==> config.mk <==
export PLATFORM = sky130hd
export DESIGN_NAME = mul_div_unit
export DESIGN_NICKNAME = d
export VERILOG_FILES = /design/src/rtl/mul_div_pkg.sv /design/src/rtl/mul_div_sign_fix.sv /design/src/rtl/mul_div_unit.sv
export SDC_FILE = /design/constraint.sdc
export NUM_CORES = 1
export LEC_CHECK = 0
export CAP_MARGIN = 20
export CELL_PAD_IN_SITES_DETAIL_PLACEMENT = 1
export CELL_PAD_IN_SITES_GLOBAL_PLACEMENT = 1
export CORE_ASPECT_RATIO = 2
export CORE_MARGIN = 2
export CORE_UTILIZATION = 35
export CTS_CLUSTER_DIAMETER = 120
export DETAILED_ROUTE_END_ITERATION = 6
export PLACE_DENSITY_LB_ADDON = 0.1
export SYNTH_ARGS = -nofsm -noshare
export SYNTH_HDL_FRONTEND = slang
export SYNTH_HIERARCHICAL = 1
export SYNTH_SLANG_ARGS = --single-unit
==> constraint.sdc <==
create_clock -name clk_i -period 4.18 [get_ports clk_i]
set_input_delay 0.627 -clock clk_i [delete_from_list [all_inputs] [get_ports clk_i]]
set_output_delay 0.627 -clock clk_i [all_outputs]
set_load 0.02 [all_outputs]
==> src/rtl/mul_div_pkg.sv <==
// Shared encodings for the iterative multiply/divide unit.
// The optional MUL_EARLY_OUT_EN build lets multiplies end early; it does not change anything here.
package mul_div_pkg;

    localparam int DATA_W = 32;

    typedef enum logic [1:0] {
        OP_MULT  = 2'b00,
        OP_MULTU = 2'b01,
        OP_DIV   = 2'b10,
        OP_DIVU  = 2'b11
    } op_e;

    typedef enum logic [1:0] {
        IDLE = 2'd0,
        RUN  = 2'd1,
        FIX  = 2'd2
    } state_e;

endpackage

==> src/rtl/mul_div_sign_fix.sv <==
// Two-lane conditional two's-complement negate. With link set, a:b is negated as one
// double-width value (product); otherwise each lane is negated on its own (operands, quotient/remainder).
module mul_div_sign_fix
    import mul_div_pkg::*;
#(
    parameter int WIDTH = DATA_W
) (
    input  logic [WIDTH-1:0] a,
    input  logic [WIDTH-1:0] b,
    input  logic             neg_a,
    input  logic             neg_b,
    input  logic             link,
    output logic [WIDTH-1:0] res_a,
    output logic [WIDTH-1:0] res_b
);

    logic [2*WIDTH-1:0] wide_neg;

    // NOTE: every path assigns both outputs, so this block stays purely combinational (no latch).
    always_comb begin
        wide_neg = -{a, b};
        if (link) begin
            {res_a, res_b} = neg_a ? wide_neg : {a, b};
        end else begin
            res_a = neg_a ? -a : a;
            res_b = neg_b ? -b : b;
        end
    end

endmodule

==> src/rtl/mul_div_unit.sv <==
// Iterative 32-bit MULT/MULTU/DIV/DIVU unit writing HI/LO after one radix-2 step per cycle.
// Define MUL_EARLY_OUT_EN to end multiplies as soon as the remaining multiplier bits are zero.
module mul_div_unit
    import mul_div_pkg::*;
#(
    parameter int WIDTH = DATA_W
) (
    input  logic             clk_i,
    input  logic             rst_i,
    input  logic             start_i,
    input  logic [1:0]       op_i,
    input  logic [WIDTH-1:0] src1_i,
    input  logic [WIDTH-1:0] src2_i,
    output logic             busy_o,
    output logic             done_o,
    output logic             div_zero_o,
    output logic [WIDTH-1:0] hi_o,
    output logic [WIDTH-1:0] lo_o
);

    localparam int CNT_W = $clog2(WIDTH) + 1;

    state_e               state, state_nxt;
    logic [CNT_W-1:0]     cnt;
    logic                 is_div_q, quo_sign, rem_sign, dz_pend;
    logic [2*WIDTH-1:0]   acc, mcand_sh;
    logic [WIDTH-1:0]     b_reg, rem, quo;
    logic [WIDTH-1:0]     hi, lo;
    logic                 done, div_zero;

    // Operand conditioning: magnitudes for signed ops, raw values otherwise.
    logic             is_div_in, s1, s2, dz_in;
    logic [WIDTH-1:0] mag1, mag2;

    assign is_div_in = op_i[1];
    assign s1        = ~op_i[0] & src1_i[WIDTH-1];
    assign s2        = ~op_i[0] & src2_i[WIDTH-1];
    assign dz_in     = is_div_in && (src2_i == '0);

    mul_div_sign_fix #(.WIDTH(WIDTH)) u_operand_fix (
        .a     (src1_i),
        .b     (src2_i),
        .neg_a (s1),
        .neg_b (s2),
        .link  (1'b0),
        .res_a (mag1),
        .res_b (mag2)
    );

    // Result correction: 2*WIDTH negate for products, per-lane for quotient/remainder.
    logic [WIDTH-1:0] fix_hi, fix_lo;

    mul_div_sign_fix #(.WIDTH(WIDTH)) u_result_fix (
        .a     (is_div_q ? rem : acc[2*WIDTH-1:WIDTH]),
        .b     (is_div_q ? quo : acc[WIDTH-1:0]),
        .neg_a (is_div_q ? rem_sign : quo_sign),
        .neg_b (quo_sign),
        .link  (~is_div_q),
        .res_a (fix_hi),
        .res_b (fix_lo)
    );

    // Restoring divide step on a WIDTH+1 bit shifted partial remainder. If the top bit is
    // set the value already exceeds any divisor; otherwise diff[WIDTH] is the borrow.
    logic [WIDTH:0] rem_sh, diff;
    logic           ge;

    assign rem_sh = {rem, quo[WIDTH-1]};
    assign diff   = rem_sh - {1'b0, b_reg};
    assign ge     = rem_sh[WIDTH] | ~diff[WIDTH];

    // State register.
    always_ff @(posedge clk_i or negedge rst_i) begin
        if (!rst_i) state <= IDLE;
        else        state <= state_nxt;
    end

    // Next-state logic.
    always_comb begin
        state_nxt = state;
        case (state)
            IDLE: begin
                if (start_i) begin
                    if (dz_in) begin
                        state_nxt = FIX;
`ifdef MUL_EARLY_OUT_EN
                    end else if (!is_div_in && mag2 == '0) begin
                        state_nxt = FIX;
`endif
                    end else begin
                        state_nxt = RUN;
                    end
                end
            end
            RUN: begin
                if (cnt == CNT_W'(WIDTH - 1)) begin
                    state_nxt = FIX;
`ifdef MUL_EARLY_OUT_EN
                end else if (!is_div_q && b_reg[WIDTH-1:1] == '0) begin
                    state_nxt = FIX;
`endif
                end
            end
            FIX:     state_nxt = IDLE;
            default: state_nxt = IDLE;
        endcase
    end

    // Output logic.
    always_comb begin
        busy_o = (state == RUN) || (state == FIX);
    end

    // NOTE: every datapath register is reset, so an aborted operation leaves no stale state behind.
    always_ff @(posedge clk_i or negedge rst_i) begin
        if (!rst_i) begin
            cnt      <= '0;
            is_div_q <= 1'b0;
            quo_sign <= 1'b0;
            rem_sign <= 1'b0;
            dz_pend  <= 1'b0;
            acc      <= '0;
            mcand_sh <= '0;
            b_reg    <= '0;
            rem      <= '0;
            quo      <= '0;
            hi       <= '0;
            lo       <= '0;
            done     <= 1'b0;
            div_zero <= 1'b0;
        end else begin
            done <= (state == FIX);
            case (state)
                IDLE: begin
                    if (start_i) begin
                        is_div_q <= is_div_in;
                        quo_sign <= s1 ^ s2;
                        rem_sign <= s1;
                        dz_pend  <= dz_in;
                        div_zero <= 1'b0;
                        cnt      <= '0;
                        acc      <= '0;
                        mcand_sh <= {{WIDTH{1'b0}}, mag1};
                        b_reg    <= mag2;
                        rem      <= '0;
                        // A divide by zero skips RUN and reports the raw dividend in HI.
                        quo      <= dz_in ? src1_i : mag1;
                    end
                end
                RUN: begin
                    cnt <= cnt + 1'b1;
                    if (is_div_q) begin
                        rem <= ge ? diff[WIDTH-1:0] : rem_sh[WIDTH-1:0];
                        quo <= {quo[WIDTH-2:0], ge};
                    end else begin
                        if (b_reg[0]) acc <= acc + mcand_sh;
                        mcand_sh <= mcand_sh << 1;
                        b_reg    <= b_reg >> 1;
                    end
                end
                FIX: begin
                    if (dz_pend) begin
                        hi       <= quo;
                        lo       <= '1;
                        div_zero <= 1'b1;
                    end else begin
                        hi <= fix_hi;
                        lo <= fix_lo;
                    end
                end
                default: ;
            endcase
        end
    end

    assign done_o     = done;
    assign div_zero_o = div_zero;
    assign hi_o       = hi;
    assign lo_o       = lo;

endmodule
# ---- Word level (Yosys, flattened, before mapping)
# Cells that the tools add are included.
dict set report word_totals {
  input_bits 69
  output_inout_bits 67
  ff_bits 302
}
dict set report classes {
  n_bitwise 6
  muxes 39
  eq_ne 9
  n_reduce_logical 13
  n_addsub 8
}
# op count
set ops {}
lappend ops {{32-bit two-way mux} 18}
lappend ops {{64-bit two-way mux} 6}
lappend ops {{64-bit case mux with 2 select lines} 2}
lappend ops {{32-bit case mux with 2 select lines} 3}
lappend ops {{32-bit negation} 4}
lappend ops {{64-bit adder} 1}
lappend ops {{64-bit negation} 1}
lappend ops {{33-bit by 32-bit subtractor with 33-bit output} 1}
lappend ops {{32-bit logical NOT} 1}
lappend ops {{2-bit inequality test (second input constant)} 6}
lappend ops {{6-bit case mux with 2 select lines} 1}
lappend ops {{3-bit AND reduction} 3}
lappend ops {{6-bit by 1-bit adder with 6-bit output (second input constant)} 1}
lappend ops {{6-bit by 5-bit equality test with 1-bit output (second input constant)} 1}
lappend ops {{2-bit two-way mux} 3}
lappend ops {{6-bit two-way mux} 1}
lappend ops {{2-bit AND reduction} 3}
lappend ops {{2-bit case mux with 2 select lines} 1}
lappend ops {{4-bit AND reduction} 1}
lappend ops {{2-bit nonzero test} 2}
lappend ops {{1-bit two-way mux} 3}
lappend ops {{1-bit AND} 2}
lappend ops {{2-bit by 1-bit equality test with 1-bit output (second input constant)} 1}
lappend ops {{2-bit equality test (second input constant)} 1}
lappend ops {{7 further kinds} 8}

# ---- Logic depth before layout (Yosys ltp)
# Gate-level depths: netlist (run 1).
dict set report logic_depth {
  ltp_word 6
  ltp_mapped 15
  depth_no_buf 14
}

# ---- Hierarchy
# The synthesis (run 1) kept the hierarchy.
# mod seq_area_each_um2 instances area_per_inst_um2 cells_each
set modules_own_cells {}
lappend modules_own_cells {mul_div_unit 7557.2 1 19366.1 2230}
lappend modules_own_cells {{mul_div_sign_fix (u_operand_fix)} 0.0 1 1581.5 233}
lappend modules_own_cells {{mul_div_sign_fix (u_result_fix)} 0.0 1 1539.0 220}

# ---- Least setup slack after synthesis (run 1)
# OpenSTA, ideal clock, no wires.
dict set report synth_path {
  path_type {register -> register}
  startpoint {reg is_div_q}
  endpoint {reg hi[13] (netlist: hi_o[13])}
  arrival_time_ns 3.416
  stages_incl_launch_ff 13
  slack_ns 0.687
  period_less_slack_ns 3.493
  setup_time_ns 0.077
  cell_sequence {dfrtp_1 -> clkbuf_1 -> clkbuf_1 -> buf_1 -> mux2_2 -> nor4_2 -> nand4_1 -> o31ai_1 -> nand4_1 -> o41ai_1 -> xnor2_1 -> mux2i_1 -> a21oi_1}
}
dict set report synth_via {
  elab_chain_len 5
  word_cells_on_any_way 9
  classes_between {add/sub: 2; mux: 7}
}
# item line
set synth_lines {}
lappend synth_lines {{from (decl)} mul_div_unit.sv:25} ;# logic is_div_q, quo_sign, rem_sign, dz_pend;
lappend synth_lines {{from (signal assigned)} mul_div_unit.sv:136} ;# is_div_q <= is_div_in;
lappend synth_lines {{32-bit two-way mux (on tied branches)} {mul_div_unit.sv:55, mul_div_unit.sv:54}}
lappend synth_lines {{64-bit negation or 32-bit negation (tied branches)} {mul_div_sign_fix.sv:21, mul_div_sign_fix.sv:25}}
lappend synth_lines {{64-bit two-way mux or 32-bit two-way mux (tied branches)} {mul_div_sign_fix.sv:23, mul_div_sign_fix.sv:25}}
lappend synth_lines {{32-bit two-way mux *} mul_div_sign_fix.sv:22} ;# if (link) begin
lappend synth_lines {{via fix_hi[13]} mul_div_unit.sv:51} ;# logic [WIDTH-1:0] fix_hi, fix_lo;
lappend synth_lines {{32-bit two-way mux *} mul_div_unit.sv:162} ;# if (dz_pend) begin
lappend synth_lines {{to (signal assigned)} mul_div_unit.sv:163} ;# hi <= quo;
lappend synth_lines {{to (signal assigned)} mul_div_unit.sv:167} ;# hi <= fix_hi;
lappend synth_lines {{to (decl)} mul_div_unit.sv:28} ;# logic [WIDTH-1:0] hi, lo;
# The timed path passes the listed nets; every way through them passes the cells marked *.
# A chain may end at the register's enable or synchronous reset.

# ---- Worst setup path after layout (run 1)
dict set report layout_path {
  startpoint {reg is_div_q}
  endpoint {reg hi[28] (netlist: hi_o[28])}
}
# The elaborated chain is that of the path after synthesis.

==> reports/qor.yml, run 1 <==
outcome:
  status: "complete, but fails checks"
  violations: "max-slew violations"
sta:
  clock.fmax_mhz: 253.0
  rsz0062_at_grt: "false"
  finalSetupViolCount: 0
  maxSlewViolCount: 15
  tightestPinTransition_ps: 2513
  period_share_pct: 94.56
  slew_headroom_pct: -68.33
  final-hold-violation-count: 0
  final.setup.tns_ps: 0
  clock_skew_ps: 38.07
  period_needed_ps: 3953
  whs_ps: 70.95
floorplan:
  initial_utilization_pct: 35.36
  dieArea_sq_mm: 0.06641
  die_w_microns: 183.2
  rows: 131
  io_pins: 136
  core_sq_mm: 0.06360
  die_h_microns: 362.5
drt:
  ant_nets: 0
  viasPerCell: 5.939
  wl_per_cell_microns: 27.35
  first_iter_violations: 1216
  drc_errors: 0
  wl_microns: 98070
  via_count: 21300
  firstDrtPassIters: 5
synthesis:
  synthDominantCellAreaShare_pct: 33.61
  synth_top_area_cell: "dfrtp_1"
  syn_area_sq_mm: 0.02249
  ys_warn_count: 6
  ys_types: 94
  synth_edf_count: 0
  synth_area_leaders: "dfrtp_1, a21oi_1, ha_1"
  synth-seq-area-share_pct: 33.61
  syn_inst: 2683
  synth.avg_cell_area_sq_um: 8.381
  async_flop_share_pct: 100.0
  ys_seq_elements: 302
  synth_flop_cell: "dfrtp_1"
setup_path:
  start_kind: "flip-flop"
  worstPathCellList: "buf_4 -> mux2_2 -> nor3_2 -> nand3_1 -> nor4_2 -> a31oi_1 -> o41ai_1 -> xnor2_1 -> mux2i_1 -> a21oi_1"
  critPathKind: "reg2reg"
  cp_data_required_time_ps: 4660
  cpPeakStageDelay_ps: 730
  crit_slowest_cell: "dfrtp_4"
  arrival_ps: 4430
  cp-end-kind: "flip-flop"
  path_max_fanout: 33
power:
  p_per_area_mw_per_mm2: 769.7
  leakagePower_nw: 10.99
  power_mw: 20.15
  peakVddDrop_v: 0.0003554
clock_network:
  cts_tree: "built"
  hold_buffers: 0
  clk_pin_slew_worst_paths_ps: 60
  ctsResizeCount: 0
  cts.sinks: 302
  numCtsBuffers: 36
  ctsRootBufferMaster: "clkbuf_16"
  htreeDepth: 2
  cts_setup_buffers: 0
  cts_buffer_depth: 3
  clock_latency_ps: 570
final_layout:
  largestRegisters: "acc x64, mcand_sh x64"
  register_area_sq_mm: 0.007562
  nNetsFinal: 2937
  final.fill_count: 7536
  final_cells: 3586
  areaGrowthSynthToFinish_pct: 16.40
  layout_commonest_cell: "dfrtp_1"
  final_cell_mix: "dfrtp_1, nand2_1, a21oi_1"
  utilization_pct: 41.16
  antenna_cells: 0
  layout-drive-gt1-share_pct: 9.075
  multi_input_area_sq_mm: 0.01410
global_routing:
  grt_pass1_vias: 23050
  grt_use_total_pct: 29.67
  grt_max_degree: 98
  grt_overflow_total: 0
  antenna_found_initial: 0
  grt_first_pass_wirelength_microns: 147100
placement:
  gp_congestion: 0.9763
  hpwlAfterDp_microns: 76210
  placedCellCount: 3523
  port_buffers: 135
min_path:
  hp-class: "in2async"
job:
  cap_violations: 0
path summary, 6_finish.rpt:
path	start	to	slack, ps	cells past startpoint
min in group clk_i	hi_o[6]	hi_o[6]	530	2
hold reg to reg	hi_o[6]	hi_o[6]	530	2
max in group asynchronous	rst_i	mcand_sh[32]	3050	2
setup / recovery	is_div_q	hi_o[28]	230	10
setup reg to reg	is_div_q	hi_o[28]	230	10
hold / removal	rst_i	lo_o[12]	70	1
layer usage:
| layer | global-route usage, % | up-vias | routed length, microns |
|---|---|---|---|
| li1 | - | 9814 | - |
| met1 | 29.32 | 10640 | 34040 |
| met2 | 56.08 | 571 | 52020 |
| met3 | 2.597 | 269 | 2910 |
| met4 | 23.29 | 0 | 9097 |
| met5 | 0 | - | 0 |
critical path: cells and delay by family, from the launching register on:
family                 cells  cell delay [ps]
flip-flops                 1              730
AND/OR/NAND/NOR            3             1030
AO/OA/AOI/OAI              3             1120
XOR/XNOR                   1              170
multiplexers               2              490
buffers and inverters      1              310
synthesized netlist by cell type, types with 13 or more instances:
cell,n
mux2i_1,100
o41ai_1,21
xor2_1,70
and3_1,13
nor4_1,20
a21o_1,49
nand2_1,292
inv_1,74
o31ai_1,35
a21oi_1,273
o21a_1,15
or3_1,15
nor3_1,35
mux2_2,66
nor2_1,270
a31oi_1,50
or4_1,14
a22o_1,50
xnor2_1,141
buf_1,14
nor2b_1,21
nand2b_1,19
o21bai_1,24
o21ai_0,203
nand4_1,32
nand3_1,37
clkbuf_1,137
o22ai_1,32
ha_1,103
dfrtp_1,302
layout make-up:
cell class,count,area share (%)
clock buffer,47,3.949
clock inverter,16,0.8461
inverter,74,1.061
multi-input combinational,2148,53.88
sequential,302,28.89
tap,798,3.815
timing repair buffer,201,7.553
logic make-up (layout without fill, tap and decap cells):
kind of cell | after synthesis | after routing | synth area share [%]
flip-flops | 302 | 302 | 33.61
adder cells (fa/ha/maj) | 105 | 105 | 5.909
AO/OA/AOI/OAI | 843 | 843 | 23.61
multiplexers | 166 | 166 | 7.756
XOR/XNOR | 211 | 211 | 8.218
buffers and inverters | 238 | 338 | 4.162
other | 1 | 6 | 0.01668
AND/OR/NAND/NOR | 817 | 817 | 16.72
power by group:
| group | internal, mW | total [mW] | switching, mW |
|---|---|---|---|
| clock network | 2.06 | 3.49 | 1.43 |
| logic | 4.19 | 11.5 | 7.33 |
| registers | 3.90 | 5.14 | 1.24 |
through the flow:
| step | setup slack (ps) | instance area [sq um] |
|---|---|---|
| finish | 227.3 | 26170 |
| global route | 14.67 | 26170 |
| detailed placement | 285.6 | 24920 |
| global placement | 356.5 | 24920 |
| CTS | 271.9 | 26170 |
| floorplan | 686.8 | 22510 |
No activity file was read; power rests on OpenSTA's default activity.
==> run 2: changes to the inputs <==
Settings changed: SLEW_MARGIN from default to 40.
==> reports/qor.yml, run 2 (synthesis gave the netlist of run 1 again) <==
final_layout:
  areaGrowthSynthToFinish_pct: 16.97
  final_cell_mix: "dfrtp_1, nand2_1, a21oi_1"
  nNetsFinal: 2941  # +0.14%
  utilization_pct: 41.36  # +0.20 points
  largestRegisters: "acc x64, mcand_sh x64"
  layout-drive-gt1-share_pct: 9.205  # +0.13 points
  final.fill_count: 7479  # -0.76%
  layout_commonest_cell: "dfrtp_1"
clock_network:
  cts.sinks: 302  # unchanged
  numCtsBuffers: 35  # -2.8%
  cts_tree: "built"
  clk_pin_slew_worst_paths_ps: 70  # about the same
  cts_buffer_depth: 3  # unchanged
  htreeDepth: 2  # unchanged
  cts_setup_buffers: 0  # unchanged
  ctsRootBufferMaster: "clkbuf_16"
  clock_latency_ps: 570  # about the same
drt:
  ant_nets: 0  # unchanged
  via_count: 21250  # -0.23%
  firstDrtPassIters: 5  # unchanged
  wl_microns: 98070  # about the same
  drc_errors: 0  # unchanged
  first_iter_violations: 1102  # -9.4%
  viasPerCell: 5.915  # -0.40%
  wl_per_cell_microns: 27.30  # -0.17%
floorplan:
  io_pins: 136  # unchanged
  die_h_microns: 362.5  # unchanged
  core_sq_mm: 0.06360  # unchanged
  die_w_microns: 183.2  # unchanged
  rows: 131  # unchanged
  initial_utilization_pct: 35.36  # unchanged
  dieArea_sq_mm: 0.06641  # unchanged
setup_path:
  critPathKind: "reg2reg"
  worstPathCellList: "buf_12 -> buf_4 -> mux2_2 -> nor3_1 -> nand4_1 -> o31ai_1 -> nand4_1 -> o31ai_1 -> xnor2_1 -> mux2i_1 -> a21oi_1"
  arrival_ps: 4440  # about the same
  crit_slowest_cell: "dfrtp_4"
  path_max_fanout: 33  # unchanged
  r2r_cells: 11  # +1
  cp_data_required_time_ps: 4670  # about the same
  cpPeakStageDelay_ps: 740  # about the same
  start_kind: "flip-flop"
  rr_startpoint: "is_div_q"
  cp-end-kind: "flip-flop"
  ff2ff_setup_slack_ps: 230  # about the same
  reg2reg_to: "hi_o[7]"
sta:
  final.setup.tns_ps: 0  # unchanged
  rsz0062_at_grt: "false"
  clock_skew_ps: 36.06  # -2.011 ps
  period_needed_ps: 3952  # -0.9870 ps
  final-hold-violation-count: 0  # unchanged
  whs_ps: 524.8  # +453.9 ps
  maxSlewViolCount: 15  # unchanged
  tightestPinTransition_ps: 2559  # +46.07 ps
  slew_headroom_pct: -71.42  # -3.1 points
  finalSetupViolCount: 0  # unchanged
  period_share_pct: 94.54  # about the same
  clock.fmax_mhz: 253.1  # about the same
global_routing:
  antenna_found_initial: 2  # +2
  grt_pass1_vias: 22990  # -0.29%
  grt_max_degree: 93  # -5.1%
  grt_overflow_total: 0  # unchanged
  grt_use_total_pct: 29.54  # -0.13 points
  grt_first_pass_wirelength_microns: 146200  # -0.63%
min_path:
  min-delay-start: "lo_o[13]"
  hp-class: "reg2reg"
  min_to: "lo_o[13]"
  whs_path_depth: 2
outcome:
  status: "complete, but fails checks"
  violations: "max-slew violations"
power:
  p_per_area_mw_per_mm2: 772.1  # +0.31%
  peakVddDrop_v: 0.0003874  # +9.0%
  power_mw: 20.31  # +0.81%
  leakagePower_nw: 11.04  # +0.48%
placement:
  port_buffers: 135  # unchanged
  hpwlAfterDp_microns: 76510  # +0.40%
  gp_congestion: 0.9763  # unchanged
job:
  cap_violations: 0  # unchanged
[run 2: cell types whose count changed in the layout (fill, tap and decap cells not counted), sizes merged]
cell / change
inv: -1
diode: +2
dlygate4sd3: +1
clkbuf: +3
buf: +4
clkinv: -3
[run 2: worst max-delay path, delay by kind of cell, from the launching register on]
kind / cells / cell delay (ps)
AO/OA/AOI/OAI: 3 / 1060
XOR/XNOR: 1 / 270
buffers and inverters: 2 / 410
flip-flops: 1 / 740
multiplexers: 2 / 510
AND/OR/NAND/NOR: 3 / 880
[run 2: layout make-up]
cell class | count | area [sq um] | area share (%)
multi-input combinational | 2148 | 14110 | 53.64
sequential | 302 | 7562 | 28.75
inverter | 74 | 277.8 | 1.056
clock buffer | 50 | 1075 | 4.086
clock inverter | 12 | 197.7 | 0.7516
antenna | 2 | 5.005 | 0.01903
timing repair buffer | 206 | 2077 | 7.896
tap | 798 | 998.5 | 3.796
[run 2: worst max path at each step]
stage / from / cells after the start / end
after floorplan: is_div_q / 12 / hi_o[13]
after global placement: is_div_q / 10 / hi_o[4]
after detailed placement: is_div_q / 10 / hi_o[28]
after CTS: is_div_q / 10 / hi_o[28]
after global routing: quo[31] / 14 / rem[19]
final: is_div_q / 11 / hi_o[7]
[run 2: what timing repair did]
action | in CTS | in global routing
setup endpoints to repair | 0 | 3
hold buffers | 1 | 0
gates resized for setup | 0 | 1
hold endpoints to repair | 35 | 0
[run 2: routing by layer]
metal | vias up | wire, microns | track usage (%)
met5 | - | 0 | 0
met4 | 0 | 9268 | 23.40
met3 | 264 | 2619 | 2.517
met2 | 542 | 51910 | 55.70
met1 | 10620 | 34270 | 29.25
li1 | 9820 | - | -
[run 2: per-stage QoR]
step | cell area, sq um | cells | setup WS [ps]
finish | 26300 | 3592 | 228.3
detailed placement | 24990 | 3526 | 285.2
CTS | 26270 | 3589 | 258.8
global route | 26300 | 3590 | 22.39
global placement | 24920 | 3523 | 356.5
floorplan | 22510 | 2688 | 686.8
[run 2: where the power goes]
group	leakage, nW	total (mW)	internal, mW	switching, mW
logic	6.68	11.7	4.27	7.38
clock network	0.623	3.51	2.10	1.41
registers	3.74	5.14	3.90	1.24
total	11.0	20.3	10.3	10.0
==> run 3: changes to the inputs <==
Settings changed: DONT_BUFFER_PORTS from default to 1.
==> reports/qor.yml, run 3 (synthesis gave the netlist of run 1 again) <==
global_routing:
  grt_pass1_vias: 22330  # -2.9%
  grt_first_pass_wirelength_microns: 143300  # -2.0%
  antenna_found_initial: 0  # -2
  grt_max_degree: 303  # +230%
  grt_overflow_total: 0  # unchanged
  grt_use_total_pct: 28.93  # -0.61 points
sta:
  clock_skew_ps: 20.02  # -16.03 ps
  period_needed_ps: 3925  # -26.91 ps
  rsz0062_at_grt: "false"
  clock.fmax_mhz: 254.8  # +0.69%
  slew_headroom_pct: -89.86  # -18 points
  final.setup.tns_ps: 0  # unchanged
  period_share_pct: 93.89  # -0.64 points
  final-hold-violation-count: 302  # +302
  setup_ws_ps: 255.2  # +26.91 ps
  tightestPinTransition_ps: 2835  # +275.4 ps
  finalSetupViolCount: 0  # unchanged
  maxSlewViolCount: 15  # unchanged
  whs_ps: -233.2  # -758.0 ps
floorplan:
  dieArea_sq_mm: 0.06641  # unchanged
  die_w_microns: 183.2  # unchanged
  initial_utilization_pct: 35.36  # unchanged
  die_h_microns: 362.5  # unchanged
  core_sq_mm: 0.06360  # unchanged
  io_pins: 136  # unchanged
  rows: 131  # unchanged
setup_path:
  cp-end-kind: "flip-flop"
  reg2reg_to: "acc[63]"
  crit_end: "acc[63]"
  worstSetupStartpoint: "acc[5]"
  cpPeakStageDelay_ps: 720  # -20 ps
  r2r_cells: 12  # +1
  critPathKind: "reg2reg"
  crit_slowest_cell: "nor4bb_1"
  arrival_ps: 4360  # -80 ps
  worstPathCellList: "ha_1 -> o21ai_0 -> nor2_1 -> a2111oi_1 -> buf_4 -> nor4bb_1 -> o21a_1 -> a211o_1 -> a31oi_1 -> xnor2_1 -> o21bai_1 -> a22o_1"
  ff2ff_setup_slack_ps: 260  # +30 ps
  cp_data_required_time_ps: 4610  # -60 ps
  rr_startpoint: "acc[5]"
  path_max_fanout: 5  # -85%
  start_kind: "flip-flop"
clock_network:
  cts_tree: "built"
  cts.sinks: 302  # unchanged
  ctsRootBufferMaster: "clkbuf_16"
  cts_buffer_depth: 3  # unchanged
  clock_latency_ps: 570  # about the same
  numCtsBuffers: 35  # unchanged
  htreeDepth: 2  # unchanged
  clk_pin_slew_worst_paths_ps: 60  # about the same
final_layout:
  final.fill_count: 7512  # +0.44%
  layout_commonest_cell: "dfrtp_1"
  areaGrowthSynthToFinish_pct: 10.09
  nNetsFinal: 2791  # -5.1%
  layout-drive-gt1-share_pct: 9.308  # +0.10 points
  largestRegisters: "acc x64, mcand_sh x64"
  final_cell_mix: "dfrtp_1, nand2_1, a21oi_1"
drt:
  wl_per_cell_microns: 27.96  # +2.4%
  first_iter_violations: 1057  # -4.1%
  ant_nets: 0  # unchanged
  viasPerCell: 5.983  # +1.1%
  firstDrtPassIters: 5  # unchanged
  via_count: 20590  # -3.1%
  wl_microns: 96230  # -1.9%
  drc_errors: 0  # unchanged
power:
  p_per_area_mw_per_mm2: 789.4  # +2.2%
  peakVddDrop_v: 0.0004890  # +26%
  leakagePower_nw: 10.41  # -5.7%
placement:
  hpwlAfterDp_microns: 74920  # -2.1%
  dp_slack_ps: 267.5  # -17.71 ps
  gp_congestion: 0.9308  # -4.7%
  port_buffers: 0  # -100%
outcome:
  violations: "negative hold slack, max-slew violations"
  status: "complete, but fails checks"
min_path:
  hp-class: "in2async"
job:
  cap_violations: 0  # unchanged
[run 3: cell types whose count changed in the layout (fill, tap and decap cells not counted), moves of 3 or more]
| cell | delta |
|---|---|
| buf_12 | -8 |
| buf_4 | -4 |
| bufinv_16 | +3 |
| clkbuf_8 | -4 |
| clkdlybuf4s50_1 | -134 |
[run 3: report_power, final]
group	internal, mW	leakage, nW	switching, mW
combinational	3.61	6.02	6.73
sequential	3.89	3.74	1.68
clock	2.22	0.647	1.41
total	9.72	10.4	9.82
[run 3: metrics by stage]
step           power (mW)  cell area (sq um)  hold slack (ps)  util [%]  cells
6_report            19.54              24760           -233.2     38.93   3442
5_1_grt             20.72              24750           -245.2     38.92   3441
4_1_cts             19.59              24730           -250.1     38.88   3440
3_5_place_dp        15.86              23400            344.6     36.80   3377
3_3_place_gp        15.62              23370            341.7     36.75   3376
2_1_floorplan       11.91              22510            331.4         -   2688
[run 3: worst max-delay path, delay by kind of cell, from the launching register on]
family | cells | cell delay (ps)
compound gates | 7 | 1380
fa+ha+maj | 1 | 390
xor+xnor | 1 | 280
flops | 1 | 420
simple gates | 2 | 1140
buf+inv | 1 | 170
[run 3: worst min path at each step]
stage / startpoint / slack (ps) / endpoint / cells past startpoint
after floorplan: rst_i / 330 / acc[0] / 0
after global placement: rst_i / 340 / lo_o[11] / 0
after detailed placement: rst_i / 340 / lo_o[10] / 0
after CTS: rst_i / -250 / lo_o[4] / 0
after global routing: rst_i / -250 / lo_o[11] / 0
final: rst_i / -230 / lo_o[10] / 0
[run 3: repair_timing]
| action | CTS | global route |
|---|---|---|
| gates resized for setup | 0 | 2 |
| endpoints found under the hold margin | 302 | 302 |
| buffers inserted | 0 | 1 |
| setup endpoints to repair | 0 | 9 |
[run 3: routing by layer]
metal / vias to the layer above / routed length, microns / track usage (%) / share of wire (%)
li1: 9525 / - / - / -
met2: 507 / 49970 / 53.28 / 52
met5: - / 0 / 0 / 0
met3: 257 / 3999 / 4.733 / 4.2
met4: 0 / 10060 / 25.35 / 10
met1: 10300 / 32210 / 27.33 / 33
[run 3: cell type report]
class                   instances  area [sq um]  share of cell area [%]
inverters                      74         277.8                   1.122
clock buffers                  44          1012                   4.089
well taps                     798         998.5                   4.033
clock inverters                19         314.1                   1.269
multi-input cells            2148         14120                   57.04
diodes                          1         2.502                 0.01011
repair buffers                 56         465.4                   1.880
flip-flops and latches        302          7565                   30.56
